$ cat config.mk
export PLATFORM = sky130hd
export DESIGN_NAME = instr_loader
export DESIGN_NICKNAME = d
export VERILOG_FILES = /design/src/rtl/instr_loader_pkg.sv /design/src/rtl/instr_loader.sv
export SDC_FILE = /design/constraint.sdc
export NUM_CORES = 1
export LEC_CHECK = 0
export BUFFER_PORTS_ARGS = -buffer_cell sky130_fd_sc_hd__buf_2
export CAP_MARGIN = 40
export CELL_PAD_IN_SITES_DETAIL_PLACEMENT = 1
export CELL_PAD_IN_SITES_GLOBAL_PLACEMENT = 2
export CORE_MARGIN = 4
export CORE_UTILIZATION = 38
export DETAILED_ROUTE_END_ITERATION = 8
export GPL_ROUTABILITY_DRIVEN = 0
export HOLD_SLACK_MARGIN = 0.15
export PLACE_DENSITY_LB_ADDON = 0.1
export SLEW_MARGIN = 20
export SYNTH_ARGS = -nofsm -noshare
export SYNTH_HDL_FRONTEND = slang
export SYNTH_SLANG_ARGS = --single-unit
$ cat constraint.sdc
create_clock -name clk_i -period 3.27 [get_ports clk_i]
set_input_delay 0.981 -clock clk_i [delete_from_list [all_inputs] [get_ports clk_i]]
set_output_delay 0.981 -clock clk_i [all_outputs]
set_load 0.03 [all_outputs]
$ cat src/rtl/instr_loader_pkg.sv
// Shared types and constants for the boot-time instruction loader.
// Frame: 4-byte big-endian length, payload, XOR checksum byte.
package instr_loader_pkg;

    typedef enum logic [2:0] {
        IDLE,
        HDR,
        DATA,
        CSUM,
        DONE,
        ERR
    } state_t;

    localparam int WORD_BITS  = 32;
    localparam int BYTE_BITS  = 8;
    localparam int HDR_BYTES  = 4;
    localparam int WORD_BYTES = WORD_BITS / BYTE_BITS;

endpackage

$ cat src/rtl/instr_loader.sv
// Boot loader: packs a framed byte stream into big-endian words, writes them
// to instruction memory and releases the core only after a verified load.
module instr_loader
    import instr_loader_pkg::*;
#(
    parameter int BYTE_SIZE = 8,
    parameter int DATA_WIDTH = 32,
    parameter logic [DATA_WIDTH-1:0] FIRST_INSTR_ADDR = 32'hBFC00000,
    parameter logic [DATA_WIDTH-1:0] LAST_INSTR_ADDR = 32'hBFC00FFF
) (
    input  logic                  clk_i,
    input  logic                  rst_n_i,
    input  logic                  start_i,
    input  logic                  byte_valid_i,
    input  logic [BYTE_SIZE-1:0]  byte_i,
    output logic                  byte_ready_o,
    output logic                  mem_we_o,
    output logic [DATA_WIDTH-1:0] mem_addr_o,
    output logic [DATA_WIDTH-1:0] mem_wdata_o,
    output logic                  cpu_rst_n_o,
    output logic                  busy_o,
    output logic                  done_o,
    output logic                  error_o
);

    localparam logic [DATA_WIDTH-1:0] ONE = DATA_WIDTH'(1);
    localparam logic [DATA_WIDTH-1:0] HDR_LAST = DATA_WIDTH'(HDR_BYTES - 1);
    localparam logic [1:0] WORD_LAST = 2'(WORD_BYTES - 1);
    localparam logic [DATA_WIDTH-1:0] MAX_LEN =
        LAST_INSTR_ADDR - FIRST_INSTR_ADDR + ONE;

    state_t state;
    state_t state_next;

    logic [DATA_WIDTH-1:0] len;
    logic [DATA_WIDTH-1:0] cnt;
    logic [DATA_WIDTH-1:0] word_buf;
    logic [BYTE_SIZE-1:0]  csum;

    logic [DATA_WIDTH-1:0] len_next;
    logic [DATA_WIDTH-1:0] word_next;
    logic                  len_ok;
    logic                  accept;

    assign busy_o       = (state == HDR) || (state == DATA) || (state == CSUM);
    assign byte_ready_o = busy_o;
    assign done_o       = (state == DONE);
    assign cpu_rst_n_o  = (state == DONE);
    assign error_o      = (state == ERR);

    assign accept    = byte_valid_i && byte_ready_o;
    assign len_next  = {len[DATA_WIDTH-BYTE_SIZE-1:0], byte_i};
    assign word_next = {word_buf[DATA_WIDTH-BYTE_SIZE-1:0], byte_i};
    // Length must be non-zero, whole words, and fit the instruction region.
    assign len_ok    = (len_next != '0) && (len_next[1:0] == 2'b00) &&
                       (len_next <= MAX_LEN);

    always_ff @(posedge clk_i or negedge rst_n_i) begin
        if (!rst_n_i) begin
            state <= IDLE;
        end else begin
            state <= state_next;
        end
    end

    always_comb begin
        state_next = state;
        unique case (state)
            IDLE, DONE, ERR: begin
                if (start_i) state_next = HDR;
            end
            HDR: begin
                if (accept && cnt == HDR_LAST)
                    state_next = len_ok ? DATA : ERR;
            end
            DATA: begin
                if (accept && (cnt + ONE) == len) state_next = CSUM;
            end
            CSUM: begin
                if (accept) state_next = (byte_i == csum) ? DONE : ERR;
            end
            default: state_next = IDLE;
        endcase
    end

    always_ff @(posedge clk_i or negedge rst_n_i) begin
        if (!rst_n_i) begin
            len         <= '0;
            cnt         <= '0;
            word_buf    <= '0;
            csum        <= '0;
            mem_we_o    <= 1'b0;
            mem_addr_o  <= '0;
            mem_wdata_o <= '0;
        end else begin
            mem_we_o <= 1'b0;
            unique case (state)
                IDLE, DONE, ERR: begin
                    if (start_i) begin
                        len      <= '0;
                        cnt      <= '0;
                        word_buf <= '0;
                        csum     <= '0;
                    end
                end
                HDR: begin
                    if (accept) begin
                        len <= len_next;
                        cnt <= (cnt == HDR_LAST) ? '0 : cnt + ONE;
                    end
                end
                DATA: begin
                    if (accept) begin
                        word_buf <= word_next;
                        csum     <= csum ^ byte_i;
                        cnt      <= cnt + ONE;
                        if (cnt[1:0] == WORD_LAST) begin
                            mem_we_o    <= 1'b1;
                            mem_addr_o  <= FIRST_INSTR_ADDR +
                                           {cnt[DATA_WIDTH-1:2], 2'b00};
                            mem_wdata_o <= word_next;
                        end
                    end
                end
                default: ;
            endcase
        end
    end

endmodule

Word-level counts from Yosys, hierarchy flattened
Cells that the tools add are included.
- flip-flop bits (word level): 164
- bits in latches: 0
- memory bits (writable): 0
- ROM bits: 0
- output and inout bits: 70
- word-level logic and storage cells: 68
- memories kept: 0
- add/subtract/negate cells: 2
- multipliers: 0
- div/mod/pow operators: 0
- order comparisons: 1
- eq/ne operators: 15
- shifts and indexed selects: 0
- muxes and demuxes: 22
- bitwise logic cells: 1
- reduce and logical (&&, ||, !) cells: 19
- operator list (cell ; count):
    $mux W32 ; 5
    $pmux W32 S3 ; 1
    $pmux W32 S2 ; 1
    $pmux W24 S2 ; 1
    $add A32 B1 Y32 const B ; 1
    $add A32 B32 Y32 const A ; 1
    $eq A32 B2 Y1 const B ; 1
    $eq A32 B32 Y1 ; 1
    $le A32 B13 Y1 const B ; 1
    $reduce_bool A32 Y1 ; 1
    $mux W24 ; 1
    $mux W8 ; 2
    $pmux W8 S2 ; 1
    $mux W3 ; 5
    $pmux W3 S4 ; 1
    $reduce_and A3 Y1 ; 3
    $eq A8 B8 Y1 ; 1
    $ne A2 B2 Y1 const B ; 4
    $reduce_and A4 Y1 ; 2
    $xor A8 B8 Y8 ; 1
    $eq A3 B2 Y1 const B ; 2
    $eq A3 B3 Y1 const B ; 2
    $logic_and A1 B1 Y1 ; 5
    $mux W1 ; 4
    other kinds (9) ; 12

Longest topological paths before layout
Gate-level depths: netlist of the first run.
- word-level depth: 7
- gate-level depth with buffers: 11

Worst setup path before layout of the first run
Ideal clock, no wire load.
- path kind: register to register
- start point: register cnt[10]
- end point: register cnt[27]
- setup time: 131 ps
- arrival: 2345 ps
- setup slack: 794 ps
- stages on the path, launching flop included: 10
- buffers on the path: 2
- clock period less this slack: 2476 ps
- cell sequence: dfrtp_1 buf_6 or4_1 or4_1 o311ai_1 a211o_2 buf_2 nor2b_1 o21ai_0 o31ai_1
- word-level cells in the longest chain between the ends: 4
- elaborated cells on any way between the ends: 6
- ends and longest elaborated chain (what ; RTL line ; RTL):
    start, declared ; instr_loader.sv:36 ; logic [DATA_WIDTH-1:0] cnt;
    start signal, assigned ; instr_loader.sv:109 ; cnt <= (cnt == HDR_LAST) ? '0 : cnt + ONE;
    start signal, assigned ; instr_loader.sv:116 ; cnt <= cnt + ONE;
    $add A32 B1 Y32 / $eq A32 B2 Y1 (equally long branches) ; instr_loader.sv:109, instr_loader.sv:116 ;
    $mux W32 ; instr_loader.sv:109 ;
    $mux W32 ; instr_loader.sv:107 ; if (accept) begin
    $pmux W32 S3 * ; instr_loader.sv:97 ; unique case (state)
Every way passes the cells marked *; elsewhere a longest branch is shown, timed or not. The select of a mux whose other input is x is not followed.
A chain may end at the register's enable or synchronous reset.

Worst setup path in the final report of the first run
- start point: register cnt[14]
- end point: register state[0]
- word-level cells in the longest chain between the ends: 5
- elaborated cells on any way between the ends: 8
- ends and longest elaborated chain (what ; RTL line ; RTL):
    $add A32 B1 Y32 ; instr_loader.sv:77 ; if (accept && (cnt + ONE) == len) state_next = CSUM;
    $eq A32 B32 Y1 ; instr_loader.sv:77 ;
    $logic_and A1 B1 Y1 ; instr_loader.sv:77 ;
    $ne A2 B1 Y1 (no source line) ; n/a ;
    $reduce_and A4 Y1 (no source line) * ; n/a ;
    end signal, assigned ; instr_loader.sv:62 ; state <= state_next;
    end, declared ; instr_loader.sv:32 ; state_t state;
Every way passes the cells marked *; elsewhere a longest branch is shown, timed or not.

==> results of run 1 <==
final cells by class:
cell class,instances,area share
Clock inverter,15,0.02005
Tap cell,275,0.03627
Inverter,8,0.003165
Multi-Input combinational cell,562,0.3967
Timing Repair Buffer,111,0.07162
Clock buffer,17,0.04484
Sequential cell,162,0.4273
worst max path at each step:
stage | from | endpoint | slack, ns | cells past startpoint
2_1_floorplan | cnt[10] | cnt[27] | 0.79 | 9
3_3_place_gp | cnt[9] | state[0] | 0.43 | 7
3_5_place_dp | cnt[14] | state[0] | 0.34 | 7
4_1_cts | cnt[14] | state[0] | 0.27 | 7
5_1_grt | cnt[12] | state[0] | 0.07 | 7
6_report | cnt[14] | state[0] | 0.25 | 7
registers in the layout (all words and copies together), names as in the netlist:
name         cells
cnt             32
len             32
mem_we_o         1
word_buf        24
state            3
csum             8
mem_wdata_o     32
mem_addr_o      30
cells by family after synthesis:
logic type	synth area share
AO/OA/AOI/OAI	0.1469
XOR/XNOR	0.06333
adder cells (fa/ha/maj)	0.006134
buffers and inverters	0.04478
flip-flops	0.4969
multiplexers	0.07545
other	0.0004596
AND/OR/NAND/NOR	0.1661
routing by layer:
metal	wire length [um]	GRT usage	up-vias
met5	0	0	-
met2	12230	0.3594	94
met3	679	0.03386	22
met1	10740	0.2702	3314
met4	301	0.04668	0
li1	-	-	3012
critical path, delay by kind of cell (launching register included):
family / cells / cell delay, ns
DFF: 1 / 0.61
AOI/OAI and AO/OA: 3 / 0.96
and+or+nand+nor: 4 / 1.35
power by group through the flow:
stage / Combinational (mW) / Sequential [mW] / Clock [mW]
2_1_floorplan: 1.18 / 2.36 / 0
3_3_place_gp: 1.61 / 2.50 / 0
3_5_place_dp: 1.65 / 2.51 / 0
4_1_cts: 1.66 / 2.47 / 2.16
5_1_grt: 1.80 / 2.50 / 2.26
6_report: 1.64 / 2.46 / 2.11
metrics by stage:
| stage | utilization | cell area (um^2) | setup slack (ns) | total power, mW |
|---|---|---|---|---|
| 6_report | 0.4499 | 9487 | 0.2524 | 6.218 |
| 5_1_grt | 0.4499 | 9487 | 0.06583 | 6.548 |
| 4_1_cts | 0.4499 | 9487 | 0.2729 | 6.286 |
| 3_5_place_dp | 0.4207 | 8871 | 0.3380 | 4.153 |
| 3_3_place_gp | 0.4207 | 8871 | 0.4259 | 4.110 |
| 2_1_floorplan | - | 8163 | 0.7938 | 3.549 |
cell usage after synthesis (all sizes together), types with 3 or more instances:
library cell	number	share of area
a211o	3	0.0034
a21oi	11	0.0067
a22o	33	0.035
a31oi	8	0.0061
and2	3	0.0023
and3	12	0.0092
and4	6	0.0066
buf	34	0.024
clkbuf	37	0.017
dfrtp	162	0.50
ha	4	0.0061
inv	8	0.0037
mux2	52	0.072
mux2i	3	0.0037
nand2	102	0.047
nand2b	5	0.0038
nand3	18	0.013
nand3b	4	0.0037
nand4	23	0.018
nor2	24	0.011
nor2b	12	0.0092
nor3	13	0.0092
nor3b	3	0.0028
nor4	18	0.015
o21ai	82	0.050
o22ai	4	0.0031
o31ai	18	0.017
o41ai	6	0.0074
or2	3	0.0023
or3	8	0.0061
or4	6	0.0057
xnor2	37	0.040
xor2	22	0.024
==> metrics.cfg, run 1 <==
[logic_synthesis]
netlist_area_mm2=0.008159
yosys_warnings=0
ys_seq_elements=162
synth.avg_cell_area_um2=10.17
synth_cells=802
synth_cell_types=63
synth-edff-count=0
synthArstFlopShare=1.000
dominantRegCellSynth=dfrtp_1
seq_area_frac_synth=0.4969

[run_status]
status=completed

[final_layout]
nNetsFinal=878
fillers=2346
multi_input_area_mm2=0.003764
seq_area_mm2=0.004054
final_cell_mix=162 x dfrtp_1, 102 x nand2_1, 78 x buf_2
layout-drive-gt1-share=0.2480
antenna_cells=0
area_growth_pct=16.27
final_common_cell=dfrtp_1
final_cells=1150

[drt]
drtPass1Iterations=4
vias=6442
dr.first_iter.drc_count=324
viasPerCell=5.602
wl_um=23950
drtAntennaViolNets=0
routedWlPerCell_um=20.82
post-route-drc-count=0

[place]
dp_cells=1118
dpl.hpwl_um=16960
placement.io_buffers=79

[hold_path]
min_path_type=in2async

[clock_tree]
cts_sinks=162
cts-buffers-inserted=17
postCtsHoldBufs=0
root_buffer=clkbuf_16
clock_path_buffers=2
cts_setup_buffers=0
cts_resized=0
cts_tree=yes
clock_latency_ns=0.43
clk_pin_slew_ns=0.07
htreeDepth=4

[sta]
finalCritPeriodShare=0.9228
rsz0062_at_grt=false
slew_viol_final=0
holdWs_ns=0.4774
tns_ns=0
relSlewSlack=0.5767
finalHoldViolCount=0
tightest_slew_ns=0.6291
max_freq_mhz=331.4
setup_viol=0
period_needed_ns=3.018
clock_skew_ns=0.01373

[critical_path]
cp_common_cell=nand4_1
path_class=reg2reg
cp.required_ns=3.62
ff2ff_path_depth=7
rr_startpoint=cnt[14]
cp_slowest_cell=dfrtp_1
startpoint_type=flip-flop
crit_fanout=9
end_kind=flip-flop
reg2reg_to=state[0]
crit_path_max_incr_delay_ns=0.61
cp_cell_sequence=nand4_1 -> or3_1 -> o311ai_0 -> nand4_1 -> a2111oi_2 -> nand4_1 -> o21ai_1
worst_ep_arrival_time_ns=3.37
ff2ff_setup_slack_ns=0.25

[global_routing]
grt_pass1_wl_um=39250
track_usage=0.2061
grt_start_max_net_pins=56
grt_overflow=0
grt_pass1_vias=6778
antenna_found_initial=0

[power_and_ir_drop]
p_clk_frac=0.339
powerDensity_mw_per_mm2=655.4
power_leakage_nw=4.478
power_frac_seq=0.396
internal_power_mw=3.960
sw_frac_of_total=0.3630
p_comb_frac=0.264
max-vdd-ir-drop_v=0.0003993
p_sw_mw=2.257

[floorplan]
die_y_um=154.5
ios=82
design.core.area_mm2=0.02109
start_util=0.3869
rows=53
die_x_um=154.5
dieArea_mm2=0.02388

[job]
cap_violations=0

Power figures use the tool's default switching activity.
==> run 2: changes to the inputs <==
--- a/config.mk
+++ b/config.mk
@@ -10,7 +10,7 @@
 export CELL_PAD_IN_SITES_DETAIL_PLACEMENT = 1
 export CELL_PAD_IN_SITES_GLOBAL_PLACEMENT = 2
 export CORE_MARGIN = 4
-export CORE_UTILIZATION = 38
+export CORE_UTILIZATION = 35
 export DETAILED_ROUTE_END_ITERATION = 8
 export GPL_ROUTABILITY_DRIVEN = 0
 export HOLD_SLACK_MARGIN = 0.15
==> constraint.sdc (replaced) <==
create_clock -name clk_i -period 2.7 [get_ports clk_i]
set_input_delay 0.81 -clock clk_i [delete_from_list [all_inputs] [get_ports clk_i]]
set_output_delay 0.81 -clock clk_i [all_outputs]
set_load 0.03 [all_outputs]
==> run 2 against run 1 <==
Effect of this change:
- the flow now finishes with violations (setup timing)
- die area is 8.1% higher
- sequential share of layout area is 2.9 points lower
- register-to-register slack worse by 0.31 ns
- sequential power is 21% higher
- routed wire length is 8.9% higher
- combinational power is 55% higher
- hold slack worse by 0.17 ns
- critical path depth is 2 higher
- final cell count is 8.6% higher
- critical endpoint unchanged
- largest cell class unchanged
- highest routed layer unchanged
==> metrics.cfg, run 2 (synthesis results as in run 1) <==
[place]
place_area_mm2=0.009339  ; +5.3%
placement.io_buffers=79  ; unchanged
dpl.hpwl_um=18580  ; +9.5%

[final_layout]
area_growth_pct=25.04
final_cell_mix=158 x dfrtp_1, 102 x nand2_1, 80 x buf_4
layout-drive-gt1-share=0.3098  ; +0.06183
nNetsFinal=939  ; +6.9%
top_regs=cnt: 32 flops, len: 32 flops, mem_wdata_o: 32 flops
fillers=2533  ; +8.0%
final_area_mm2=0.01020  ; +7.5%
final_common_cell=dfrtp_1
antenna_cells=0  ; unchanged

[drt]
routedWlPerCell_um=20.88  ; +0.28%
vias=6783  ; +5.3%
post-route-drc-count=0  ; unchanged
drtPass1Iterations=4  ; unchanged
viasPerCell=5.431  ; -3.1%
dr.first_iter.drc_count=297  ; -8.3%
drtAntennaViolNets=0  ; unchanged
wl_um=26080  ; +8.9%

[critical_path]
startpoint_type=flip-flop
crit_buf_inv=2  ; +2
cp_cell_sequence=buf_4 -> nand3_4 -> or4_1 -> or3_1 -> a211o_1 -> nor4_4 -> buf_4 -> nand4_1 -> o21ai_1
end_kind=flip-flop
cp.required_ns=3.06  ; -0.56 ns
path_class=reg2reg
worst_ep_arrival_time_ns=3.12  ; -0.25 ns
startpoint=cnt[8]
crit_path_max_incr_delay_ns=0.57  ; -0.04 ns
cp_slowest_cell=or4_1
cp_common_cell=buf_4
crit_fanout=10  ; +1
rr_startpoint=cnt[8]
path_delay_family=simple AND/OR/NAND/NOR gates

[power_and_ir_drop]
powerDensity_mw_per_mm2=777.7  ; +19%
max-vdd-ir-drop_v=0.0003594  ; -10%
power_leakage_nw=4.835  ; +8.0%

[clock_tree]
cts-buffers-inserted=17  ; unchanged
clk_pin_slew_ns=0.07  ; about the same
root_buffer=clkbuf_16
cts_sinks=162  ; unchanged
clock_path_buffers=2  ; unchanged
clock_latency_ns=0.44  ; about the same
postCtsHoldBufs=0  ; unchanged
htreeDepth=4  ; unchanged
cts_tree=yes

[global_routing]
grt_overflow=0  ; unchanged
grt_pass1_vias=7496  ; +11%
grt_pass1_wl_um=42280  ; +7.7%
grt_start_max_net_pins=56  ; unchanged
antenna_found_initial=0  ; unchanged
track_usage=0.2054  ; -0.0006807

[run_status]
status=finished, violations left
violations=setup timing

[floorplan]
rows=55  ; +3.8%
die_y_um=160.7  ; +4.0%
die_x_um=160.7  ; +4.0%
dieArea_mm2=0.02582  ; +8.1%
design.core.area_mm2=0.02278  ; +8.0%
start_util=0.3582  ; -0.02871
ios=82  ; unchanged

[sta]
max_freq_mhz=362.1  ; +9.3%
setup_ws_ns=-0.06190  ; -0.3143 ns
period_needed_ns=2.762  ; -0.2557 ns
clock_skew_ns=0.01252  ; -0.001211 ns
holdWs_ns=0.3067  ; -0.1706 ns
finalCritPeriodShare=1.023  ; +0.1001
setup_viol=1  ; +1
rsz0062_at_grt=true
slew_viol_final=0  ; unchanged
tightest_slew_ns=0.7696  ; +0.1405 ns
relSlewSlack=0.4802  ; -0.09651
finalHoldViolCount=0  ; unchanged

[hold_path]
min_path_type=in2async

[job]
cap_violations=0  ; unchanged

run 2: final timing paths:
path | slack, ns | cells after the start | endpoint
worst max-delay path | -0.06 | 9 | state[0]
worst min-delay path | 0.31 | 1 | cnt[26]
worst max register to register | -0.06 | 9 | state[0]
worst min register to register | 0.48 | 2 | mem_addr_o[29]
max in group asynchronous | 1.68 | 2 | cnt[1]
min in group clk_i | 0.48 | 2 | mem_addr_o[29]
run 2: layer usage:
metal | GRT usage | wire [um]
met3 | 0.03310 | 748
met5 | 0 | 0
met2 | 0.3630 | 13440
met4 | 0.07743 | 647
met1 | 0.2522 | 11240
run 2: layout make-up:
cell class / count / area, um^2 / area share
multi-input cells: 562 / 3859 / 0.3782
clock buffers: 18 / 429.2 / 0.04207
flip-flops and latches: 162 / 4059 / 0.3978
inverters: 8 / 30.03 / 0.002943
clock inverters: 14 / 165.2 / 0.01619
well taps: 313 / 391.6 / 0.03839
repair buffers: 172 / 1269 / 0.1244
run 2: timing repair:
item,CTS,global route
pin swaps,5,5
setup buffers,1,6
endpoints found under the setup margin,1,33
gates resized for setup,10,10
cloned,0,3
hold endpoints to repair,0,0
run 2: worst register-to-register path: cells and delay by family (launching register included):
| family | cells | cell delay, ns |
|---|---|---|
| compound gates | 2 | 0.52 |
| simple gates | 5 | 1.47 |
| flops | 1 | 0.34 |
| buf+inv | 2 | 0.37 |
run 2: report_power, final:
group	switching [mW]	internal [mW]	total, mW	leakage, nW
Combinational	1.43	1.12	2.55	2.30
Clock	1.17	1.25	2.42	0.289
Sequential	0.343	2.62	2.97	2.24
run 2: through the flow:
step / setup slack [ns] / utilization / instances / TNS, ns / power (mW)
2_1_floorplan: 0.2238 / - / 803 / 0 / 4.298
3_3_place_gp: -0.08110 / 0.4100 / 1207 / -0.08110 / 5.122
3_5_place_dp: -0.1156 / 0.4100 / 1207 / -0.1156 / 5.190
4_1_cts: 0.002556 / 0.4392 / 1240 / 0 / 7.708
5_1_grt: -0.1429 / 0.4479 / 1249 / -0.4777 / 8.358
6_report: -0.06190 / 0.4479 / 1249 / -0.06190 / 7.934
==> run 3: changes to the inputs <==
--- a/config.mk
+++ b/config.mk
@@ -15,6 +15,7 @@
 export GPL_ROUTABILITY_DRIVEN = 0
 export HOLD_SLACK_MARGIN = 0.15
 export PLACE_DENSITY_LB_ADDON = 0.1
+export REMOVE_ABC_BUFFERS = 1
 export SLEW_MARGIN = 20
 export SYNTH_ARGS = -nofsm -noshare
 export SYNTH_HDL_FRONTEND = slang
==> run 3 against run 2 <==
Effect of this change:
- the run now ends clean
- clock power about the same
- final area down 1.6%
- non-clock buffer count fell by 11
- routed wire length shrank 6.6%
- count of clock-buffer cells in the layout unchanged
- core utilization fell by 0.73 points
- register-to-register slack improved by 0.17 ns
- global-route usage is 1.1 points lower
- die area is the same
- critical path type unchanged
- critical endpoint unchanged
- highest routed layer unchanged
==> metrics.cfg, run 3 (synthesis results as in run 1) <==
[run_status]
status=completed

[floorplan]
dieArea_mm2=0.02582  ; unchanged
die_x_um=160.7  ; unchanged
rows=55  ; unchanged
ios=82  ; unchanged
die_y_um=160.7  ; unchanged
start_util=0.3582  ; unchanged
design.core.area_mm2=0.02278  ; unchanged

[critical_path]
ff2ff_path_depth=7  ; -2
end_kind=flip-flop
rr_startpoint=cnt[8]
path_class=reg2reg
startpoint=cnt[8]
worst_ep_arrival_time_ns=2.94  ; -0.18 ns
cp.required_ns=3.05  ; about the same
ff2ff_setup_slack_ns=0.11  ; +0.17 ns
crit_fanout=5  ; -5
cp-endpoint=state[0]
reg2reg_to=state[0]
startpoint_type=flip-flop

[final_layout]
fin_util=0.4406  ; -0.007251
final_cell_mix=158 x dfrtp_1, 102 x nand2_1, 78 x buf_2
seq_area_mm2=0.004059  ; unchanged
layout-drive-gt1-share=0.3027  ; -0.007126
nNetsFinal=928  ; -1.2%
top_regs=cnt: 32 flops, len: 32 flops, mem_wdata_o: 32 flops
final_cells=1238  ; -0.88%
fillers=2525  ; -0.32%
multi_input_area_mm2=0.003852  ; -0.16%
final_common_cell=dfrtp_1
final_area_mm2=0.01004  ; -1.6%
area_growth_pct=23.02
antenna_cells=0  ; unchanged

[clock_tree]
clock_path_buffers=2  ; unchanged
cts_sinks=162  ; unchanged
root_buffer=clkbuf_16
cts_tree=yes
htreeDepth=4  ; unchanged
clk_pin_slew_ns=0.07  ; about the same
postCtsHoldBufs=0  ; unchanged
clock_latency_ns=0.43  ; about the same
cts-buffers-inserted=17  ; unchanged

[global_routing]
grt_start_max_net_pins=53  ; -5.4%
grt_overflow=0  ; unchanged
track_usage=0.1941  ; -0.01130
antenna_found_initial=0  ; unchanged
grt_pass1_vias=7031  ; -6.2%
grt_pass1_wl_um=40180  ; -5.0%

[power_and_ir_drop]
max-vdd-ir-drop_v=0.0004776  ; +33%
power_leakage_nw=4.794  ; -0.85%
power_frac_seq=0.396  ; +0.022
sw_frac_of_total=0.3690  ; -0.002493
internal_power_mw=4.750  ; -4.7%
powerDensity_mw_per_mm2=750.0  ; -3.6%
p_comb_frac=0.282  ; -0.039
power_mw=7.528  ; -5.1%
p_clk_frac=0.323  ; +0.018
p_sw_mw=2.778  ; -5.8%

[place]
dp_cells=1204  ; -0.25%
placement.io_buffers=79  ; unchanged
dpl.hpwl_um=17840  ; -4.0%
dp_slack_ns=-0.09784  ; +0.01772 ns
place_area_mm2=0.009329  ; -0.11%

[drt]
post-route-drc-count=0  ; unchanged
dr.first_iter.drc_count=355  ; +20%
drtPass1Iterations=5  ; +1
drtAntennaViolNets=0  ; unchanged
routedWlPerCell_um=19.67  ; -5.8%
viasPerCell=5.353  ; -1.4%
wl_um=24350  ; -6.6%
vias=6627  ; -2.3%

[sta]
max_freq_mhz=386.5  ; +6.7%
finalHoldViolCount=0  ; unchanged
setup_viol=0  ; -1
relSlewSlack=0.4243  ; -0.05592
clock_skew_ns=0.01136  ; -0.001161 ns
tns_ns=0  ; +0.06190 ns
slew_viol_final=0  ; unchanged
holdWs_ns=0.2614  ; -0.04531 ns
period_needed_ns=2.588  ; -0.1743 ns
setup_ws_ns=0.1124  ; +0.1743 ns
finalCritPeriodShare=0.9584  ; -0.06455
tightest_slew_ns=0.8524  ; +0.08280 ns

[hold_path]
min_path_type=in2async

[job]
cap_violations=0  ; unchanged

run 3: critical path, stage by stage (launching register included):
cell and delay (ns):
dfrtp_1 0.38, or4_1 0.51, or4_4 0.52, o41ai_2 0.33, o22ai_2 0.20, a2111oi_4 0.24, nand4_1 0.18, o21ai_1 0.16
run 3: worst min path at each step:
stage | depth (start not counted) | slack, ns | end
6_report | 1 | 0.26 | mem_addr_o[12]
5_1_grt | 1 | 0.27 | mem_addr_o[20]
4_1_cts | 1 | 0.26 | mem_addr_o[12]
3_5_place_dp | 2 | 0.47 | word_buf[16]
3_3_place_gp | 2 | 0.46 | word_buf[18]
2_1_floorplan | 2 | 0.44 | word_buf[16]
run 3: timing repair:
action / CTS / global route
resized for setup: 2 / 19
endpoints found under the setup margin: 15 / 31
setup buffers: 1 / 1
pin swaps: 2 / 3
gates cloned: 0 / 0
run 3: power by group through the flow:
stage / clock, mW / sequential [mW] / combinational (mW)
finish: 2.43 / 2.98 / 2.12
global route: 2.63 / 3.01 / 2.32
CTS: 2.50 / 2.97 / 2.10
detailed placement: 0 / 3.02 / 2.08
global placement: 0 / 3.01 / 2.04
floorplan: 0 / 2.90 / 1.25
run 3: layout make-up:
class | count | area share
repair buffers | 161 | 0.1101
clock inverters | 14 | 0.01596
flip-flops and latches | 162 | 0.4044
multi-input cells | 562 | 0.3838
well taps | 313 | 0.03902
inverters | 8 | 0.002992
clock buffers | 18 | 0.04375
run 3: metal layers:
layer / vias up / share of wire / GRT usage
li1: 3108 / - / -
met1: 3390 / 0.47 / 0.2700
met2: 108 / 0.49 / 0.3219
met3: 21 / 0.025 / 0.02643
met4: 0 / 0.012 / 0.04771
met5: - / 0 / 0
